File: src/rtl/branch_resolve_unit.sv
// Branch resolution: compares two execute-lane outcomes with their fetch-time
// predictions, raises a one-cycle redirect, and queues predictor training updates.
module branch_resolve_unit #(
  parameter int QDEPTH = 4,
  parameter int CNT_W  = 16
) (
  input  logic             clock_i,
  input  logic             reset_n_i,
  input  logic             br_valid_0_i,
  input  logic             br_valid_1_i,
  input  logic             br_taken_0_i,
  input  logic             br_taken_1_i,
  input  logic [31:0]      br_pc_0_i,
  input  logic [31:0]      br_pc_1_i,
  input  logic [31:0]      br_tgt_0_i,
  input  logic [31:0]      br_tgt_1_i,
  input  logic             br_pred_0_i,
  input  logic             br_pred_1_i,
  input  logic [31:0]      br_pred_tgt_0_i,
  input  logic [31:0]      br_pred_tgt_1_i,
  output logic             wrong_pred_o,
  output logic [31:0]      fixed_pc_o,
  output logic [31:0]      update_pc_o,
  output logic [31:0]      update_tgt_o,
  output logic             last_br_o,
  output logic             update_pht_o,
  output logic             update_btb_o,
  output logic             stall_o,
  output logic [CNT_W-1:0] mispred_cnt_o
);

  localparam int PTR_W = $clog2(QDEPTH);
  localparam logic [PTR_W:0] STALL_LVL = (PTR_W + 1)'(QDEPTH - 2);

  typedef struct packed {
    logic [31:0] pc;
    logic [31:0] tgt;
    logic        taken;
  } entry_t;

  // A taken branch that was predicted taken still mispredicts on a wrong target.
  function automatic logic lane_mis(input logic taken, input logic pred,
                                    input logic [31:0] tgt, input logic [31:0] pred_tgt);
    return (taken != pred) || (taken && pred && (tgt != pred_tgt));
  endfunction

  function automatic logic [31:0] lane_next_pc(input logic taken, input logic [31:0] pc,
                                               input logic [31:0] tgt);
    return taken ? tgt : pc + 32'd4;
  endfunction

  entry_t           mem [QDEPTH];
  logic [PTR_W-1:0] wr_ptr;
  logic [PTR_W-1:0] rd_ptr;
  logic [PTR_W:0]   count;

  logic             acc_0;
  logic             acc_1;
  logic             mis_0;
  logic             mis_1;
  logic             enq_0;
  logic             enq_1;
  logic             redirect;
  logic [31:0]      redirect_pc;
  logic             deq;
  logic [1:0]       enq_num;
  logic [PTR_W:0]   count_next;
  logic [PTR_W-1:0] slot_1;
  entry_t           entry_0;
  entry_t           entry_1;
  entry_t           head;

  always_comb begin
    acc_0       = br_valid_0_i & ~stall_o & ~wrong_pred_o;
    acc_1       = br_valid_1_i & ~stall_o & ~wrong_pred_o;
    mis_0       = lane_mis(br_taken_0_i, br_pred_0_i, br_tgt_0_i, br_pred_tgt_0_i);
    mis_1       = lane_mis(br_taken_1_i, br_pred_1_i, br_tgt_1_i, br_pred_tgt_1_i);
    enq_0       = acc_0;
    // Everything younger than a mispredicting lane 0 is on the wrong path.
    enq_1       = acc_1 & ~(acc_0 & mis_0);
    redirect    = (acc_0 & mis_0) | (enq_1 & mis_1);
    redirect_pc = (acc_0 & mis_0) ? lane_next_pc(br_taken_0_i, br_pc_0_i, br_tgt_0_i)
                                  : lane_next_pc(br_taken_1_i, br_pc_1_i, br_tgt_1_i);
    deq         = (count != '0);
    enq_num     = {1'b0, enq_0} + {1'b0, enq_1};
    count_next  = count + (PTR_W + 1)'(enq_num) - (PTR_W + 1)'(deq);
    slot_1      = enq_0 ? wr_ptr + PTR_W'(1) : wr_ptr;
    entry_0     = '{pc: br_pc_0_i, tgt: br_tgt_0_i, taken: br_taken_0_i};
    entry_1     = '{pc: br_pc_1_i, tgt: br_tgt_1_i, taken: br_taken_1_i};
    head        = mem[rd_ptr];
  end

  // NOTE: queue storage has no reset; the count alone says which slots are live,
  // so clearing the array would only add reset fan-out.
  always_ff @(posedge clock_i) begin
    if (enq_0) mem[wr_ptr] <= entry_0;
    if (enq_1) mem[slot_1] <= entry_1;
  end

  // NOTE: all state uses non-blocking assignments so every register samples
  // pre-edge values regardless of block ordering.
  always_ff @(posedge clock_i or negedge reset_n_i) begin
    if (!reset_n_i) begin
      wr_ptr  <= '0;
      rd_ptr  <= '0;
      count   <= '0;
      stall_o <= 1'b0;
    end else begin
      wr_ptr  <= wr_ptr + PTR_W'(enq_num);
      if (deq) rd_ptr <= rd_ptr + PTR_W'(1);
      count   <= count_next;
      stall_o <= (count_next > STALL_LVL);
    end
  end

  always_ff @(posedge clock_i or negedge reset_n_i) begin
    if (!reset_n_i) begin
      wrong_pred_o  <= 1'b0;
      fixed_pc_o    <= '0;
      mispred_cnt_o <= '0;
    end else begin
      wrong_pred_o <= redirect;
      if (redirect) begin
        fixed_pc_o    <= redirect_pc;
        mispred_cnt_o <= mispred_cnt_o + CNT_W'(1);
      end
    end
  end

  // Training outputs hold their data while idle; only the strobes fall.
  always_ff @(posedge clock_i or negedge reset_n_i) begin
    if (!reset_n_i) begin
      update_pht_o <= 1'b0;
      update_btb_o <= 1'b0;
      last_br_o    <= 1'b0;
      update_pc_o  <= '0;
      update_tgt_o <= '0;
    end else if (deq) begin
      update_pht_o <= 1'b1;
      update_btb_o <= head.taken;
      last_br_o    <= head.taken;
      update_pc_o  <= head.pc;
      update_tgt_o <= head.tgt;
    end else begin
      update_pht_o <= 1'b0;
      update_btb_o <= 1'b0;
    end
  end

endmodule

File: config.mk
export PLATFORM = sky130hd
export DESIGN_NAME = branch_resolve_unit
export DESIGN_NICKNAME = d
export VERILOG_FILES = /design/src/rtl/branch_resolve_unit.sv
export SDC_FILE = /design/constraint.sdc
export NUM_CORES = 1
export LEC_CHECK = 0
export CORE_MARGIN = 2
export CORE_UTILIZATION = 50
export CTS_CLUSTER_DIAMETER = 120
export CTS_CLUSTER_SIZE = 25
export DETAILED_ROUTE_END_ITERATION = 10
export PLACE_DENSITY_LB_ADDON = 0.08
export SLEW_MARGIN = 20
export SYNTH_ARGS = -nofsm -noshare
export SYNTH_HDL_FRONTEND = slang
export SYNTH_SLANG_ARGS = --single-unit
File: constraint.sdc
create_clock -name clock_i -period 5.95 [get_ports clock_i]
set_input_delay 1.19 -clock clock_i [delete_from_list [all_inputs] [get_ports clock_i]]
set_output_delay 1.19 -clock clock_i [all_outputs]
set_load 0.02 [all_outputs]
# Word-level counts from Yosys, hierarchy flattened
# Memories as Yosys holds them, arrays and structs flattened.
# Index checks and enable logic that the tools add are counted.
# op_classes
n_addsub,9
n_lt_le_gt_ge,1
n_eq_ne,4
mux,10
bitwise,11
n_reduce_logical,7
# op_table
operator,n
$mux W32,3
$add A32 B3 Y32 const B,2
$ne A32 B32 Y1,2
$add A16 B1 Y16 const B,1
$and A1 B1 Y1,7
$mux W1,6
$add A2 B1 Y2 const B,2
$logic_and A1 B1 Y1,4
$add A3 B2 Y3,1
$gt A3 B2 Y1 const B,1
$not A1 Y1,3
$reduce_bool A3 Y1,1
$sub A3 B1 Y3,1
$add A1 B1 Y2,1
$add A2 B2 Y2,1
$logic_or A1 B1 Y1,2
$mux W2,1
$ne A1 B1 Y1,2
$or A1 B1 Y1,1
# word_totals
regBits,124
ram_bits,260
in_bits,200
word_cells,55
n_memories,1
# mem_list
name,depth,width,read_ports,rd_clocked_by_memory_dff,write_ports,line,source
mem,4,65,1,0,2,52,entry_t mem [QDEPTH];

# Depth between registers and ports, before layout
# depth
word_depth,10
mapped_depth,17
depth_no_buf,15

# Worst setup path after synthesis
# OpenSTA, ideal clock, no wires.
# synth_path
kind,input port to flip-flop
from,input br_pred_tgt_0_i[15]
to,memory mem[0][0] (netlist name) (enable)
arrival_ns,4.022
required_time_ns,5.525
setup_slack_ns,1.503
cell_stages,9
n_path_buf,2
cell_sequence,xor2_1 -> nor4_1 -> nand4_1 -> o21ai_2 -> a31oi_1 -> nand2b_4 -> buf_2 -> buf_2 -> nand2_1
# synth_rtl
element,line,source
from (decl),19,"input logic [31:0] br_pred_tgt_0_i,"
to (decl),52,

# Worst setup path in the final report
# layout_path
from,input br_tgt_0_i[19]
to,register stall_o
# layout_via
elab_chain_len,10
# layout_lines
element,line,source
from (decl),15,"input logic [31:0] br_tgt_0_i,"
$ne A32 B32 Y1,44,return (taken != pred) || (taken && pred && (tgt != pred_tgt));
$logic_and A1 B1 Y1,44,
$logic_or A1 B1 Y1,44,
$and A1 B1 Y1,80,enq_1 = acc_1 & ~(acc_0 & mis_0);
$not A1 Y1,80,
$and A1 B1 Y1,80,
$add A1 B1 Y2,85,"enq_num = {1'b0, enq_0} + {1'b0, enq_1};"
$add A3 B2 Y3,86,count_next = count + (PTR_W + 1)'(enq_num) - (PTR_W + 1)'(deq);
$sub A3 B1 Y3,86,
via count_next[2],67,logic [PTR_W:0] count_next;
$gt A3 B2 Y1,112,stall_o <= (count_next > STALL_LVL);
to (signal assigned),112,
to (decl),28,"output logic stall_o,"
# The timed path passes the listed nets, and every way through them passes these cells.
# A chain may end at the register's enable or synchronous reset.

==> results.ini <==
[detailed_routing]
drtIter0Drc = 1524
dr.pass1.iters = 5
wl_mm = 68.07
ant_nets = 0
viasPerCell = 6.352
wl_per_cell_um = 28.12
route.detailed.drc = 0
via_count = 15380

[timing]
worst_slew_pin_slew_ns = 1.101
max_freq_mhz = 210.9
slew_headroom = 0.2661
fin_tns_setup_ns = 0
drv_slew = 0
fin_crit_ns = 4.742
fin_crit_sh = 0.7969
rsz0062_at_grt = false
whs_ns = 0.4710
hold_viol = 0
setup_viol = 0
worst_slack_ns = 1.208
fin_skew_ns = 0.03009

[clock_network]
clock_path_buffers = 3
clock_latency_ns = 0.56
path_clk_slew_ns = 0.11
hold_buffers = 0
cts_tree = done
cts_buffers = 19
post_cts_resized = 0
clock_sinks = 384
cts.htree.levels = 1
postCtsSetupBuffers = 0
root_buffer = clkbuf_16

[grt]
grt_overflow_total = 0
grt_max_degree = 80
grtUsageTotal = 0.3264
antenna_found_initial = 5
grt_pass1_wl_mm = 99.88
grt_pass1_vias = 15060

[yosys]
ys_seq_area_frac = 0.5478
yosysMostFrequentCell = nand2_1
synth_area_um2 = 19920
ys_ff_latch = 384
synth_cell_type_count = 43
synth-edff-count = 260
synthCells = 1651
synth.largest_area_cell = edfxtp_1
postSynthAreaPerCell_um2 = 12.06
synth_nets = 1866
synth_area_leaders = edfxtp_1, dfrtp_1, o2bb2ai_1, mux4_2, nand2_1
synth_commonest_cells = nand2_1, edfxtp_1, o2bb2ai_1
yosysWarnings = 0
synth_ff_type = edfxtp_1
async_reset_ff_frac = 0.3229
synth_top_area_share = 0.3920

[die]
fp-row-count = 73
die_w_um = 203.6
dieArea_um2 = 41440
die_h_um = 203.6
initial_core_util = 0.5036
io_pins = 317
core_um2 = 39550

[critical_path]
critPathMaxStageDelay_ns = 0.81
path_cells = clkdlybuf4s50_1 -> xor2_1 -> nor4_1 -> nand4_1 -> o21ai_2 -> buf_4 -> a21o_1 -> and2_1 -> ha_1 -> inv_1 -> ha_1 -> inv_1 -> ha_1 -> fa_1 -> xnor2_1 -> xnor2_1 -> a21o_1
crit_type = in -> reg
critPathTopFamily = simple AND/OR/NAND/NOR gates
endpoint_kind = flop
critPathBufInv = 4
crit_required_ns = 6.42
crit_fanout = 6
start_kind = primary input
crit_slowest_cell = nor4_1
cp.arrival_ns = 5.21
critPathMostFrequentCell = ha_1

[cells_and_area]
area_growth_pct = 20.92
drive_gt1_frac = 0.07920
post-route-cell-area_um2 = 24080
fin_cells = 2421
fill_cells = 3238
num-nets-final = 2096
final_util = 0.6089

[placed_design]
place.gp.congestion = 0.8718
pre_cts_ws_ns = 0.7531
dp_cells = 2385
postPlaceCellArea_um2 = 23530
place_hpwl_mm = 44.16
io_buffers = 316

[flow_run]
max-cap-violations = 0

[power]
vdd_drop_max_mv = 0.3748
p_leak_nw = 8.350
power_density_nw_per_um2 = 436.3
finalPower_mw = 10.51

[worst_hold_path]
hold_class = reg -> reg

[status]
status = complete, no violations

[layer usage]
layer / share of wire / up-vias / wire (um) / track usage
met1: 0.39 / 7729 / 26850 / 0.4531
met3: 0.10 / 111 / 6846 / 0.06200
met4: 0.028 / 4 / 1883 / 0.08681
met5: 0.00031 / - / 21 / 0
li1: - / 6704 / - / -
met2: 0.48 / 829 / 32470 / 0.5297
[flip-flops by register name, summed over array words and instances (netlist names), 2 cells and up]
register and flops:
mispred_cnt_o 16, update_pc_o 32, rd_ptr 2, count 3, wr_ptr 2, update_tgt_o 32
fixed_pc_o 32, mem 260
[where the power goes]
group          total, mW  switching, mW  internal, mW  leakage (nW)
combinational       4.75           2.80          1.96          4.24
sequential          4.23          0.497          3.74          3.84
clock               1.52          0.900         0.620         0.261
[layout make-up]
type                       instances  area (um2)  share of cell area
sequential                       384       10920              0.4532
multi-input combinational       1110        8437              0.3503
tap                              525       656.9             0.02728
inverter                          16       60.06            0.002494
clock inverter                     2       25.02            0.001039
timing repair buffer             350        3460              0.1437
clock buffer                      32       524.3             0.02177
antenna                            2       5.005           0.0002078
[final timing paths]
kind	from	endpoint	slack, ns	depth (start not counted)
max	br_tgt_0_i[19]	stall_o	1.21	17
min	update_tgt_o[10]	update_tgt_o[10]	0.47	2
max reg2reg	wr_ptr[0]	mem[0][61]	2.37	7
min reg2reg	update_tgt_o[10]	update_tgt_o[10]	0.47	2
max in group asynchronous	reset_n_i	update_pc_o[11]	4.11	2
min in group asynchronous	reset_n_i	update_tgt_o[29]	0.66	1
[worst reg2reg max path: stages (launching register included)]
cell and delay (ns):
dfrtp_1 0.59, inv_1 0.25, ha_1 0.36, nor3_1 0.54, a31oi_4 0.15, nand2b_4 0.50
nand2_2 0.20, buf_4 0.57
[kinds of logic after synthesis]
family	count (synthesis)	synth area share
AO/OA/AOI/OAI	386	0.1528
XOR/XNOR	136	0.05981
adder cells (fa/ha/maj)	15	0.009800
buffers and inverters	157	0.03248
flip-flops	384	0.5478
multiplexers	103	0.09298
AND/OR/NAND/NOR	470	0.1043
[layout by cell type, fill, tap and decap left out, drive strengths merged, types with 2 or more instances in the layout]
cell and n:
nand2 319, nor2 28, clkbuf 32, or3 5
o211a 3, ha 14, nor3 10, o21ai 46
mux2i 32, dfrtp 124, inv 17, mux2 6
o2111ai 5, a31oi 4, nand3 29, and4 7
nor2b 3, nand2b 6, buf 37, nand4 33
mux4 65, a21o 3, o2bb2ai 260, a21oi 32
xnor2 66, edfxtp 260, nor4 13, a21boi 3
and2 3, diode 2, a211oi 21, xor2 70
o211ai 7, clkdlybuf4s50 313, and3 14
(Power assumes the default switching activity.)
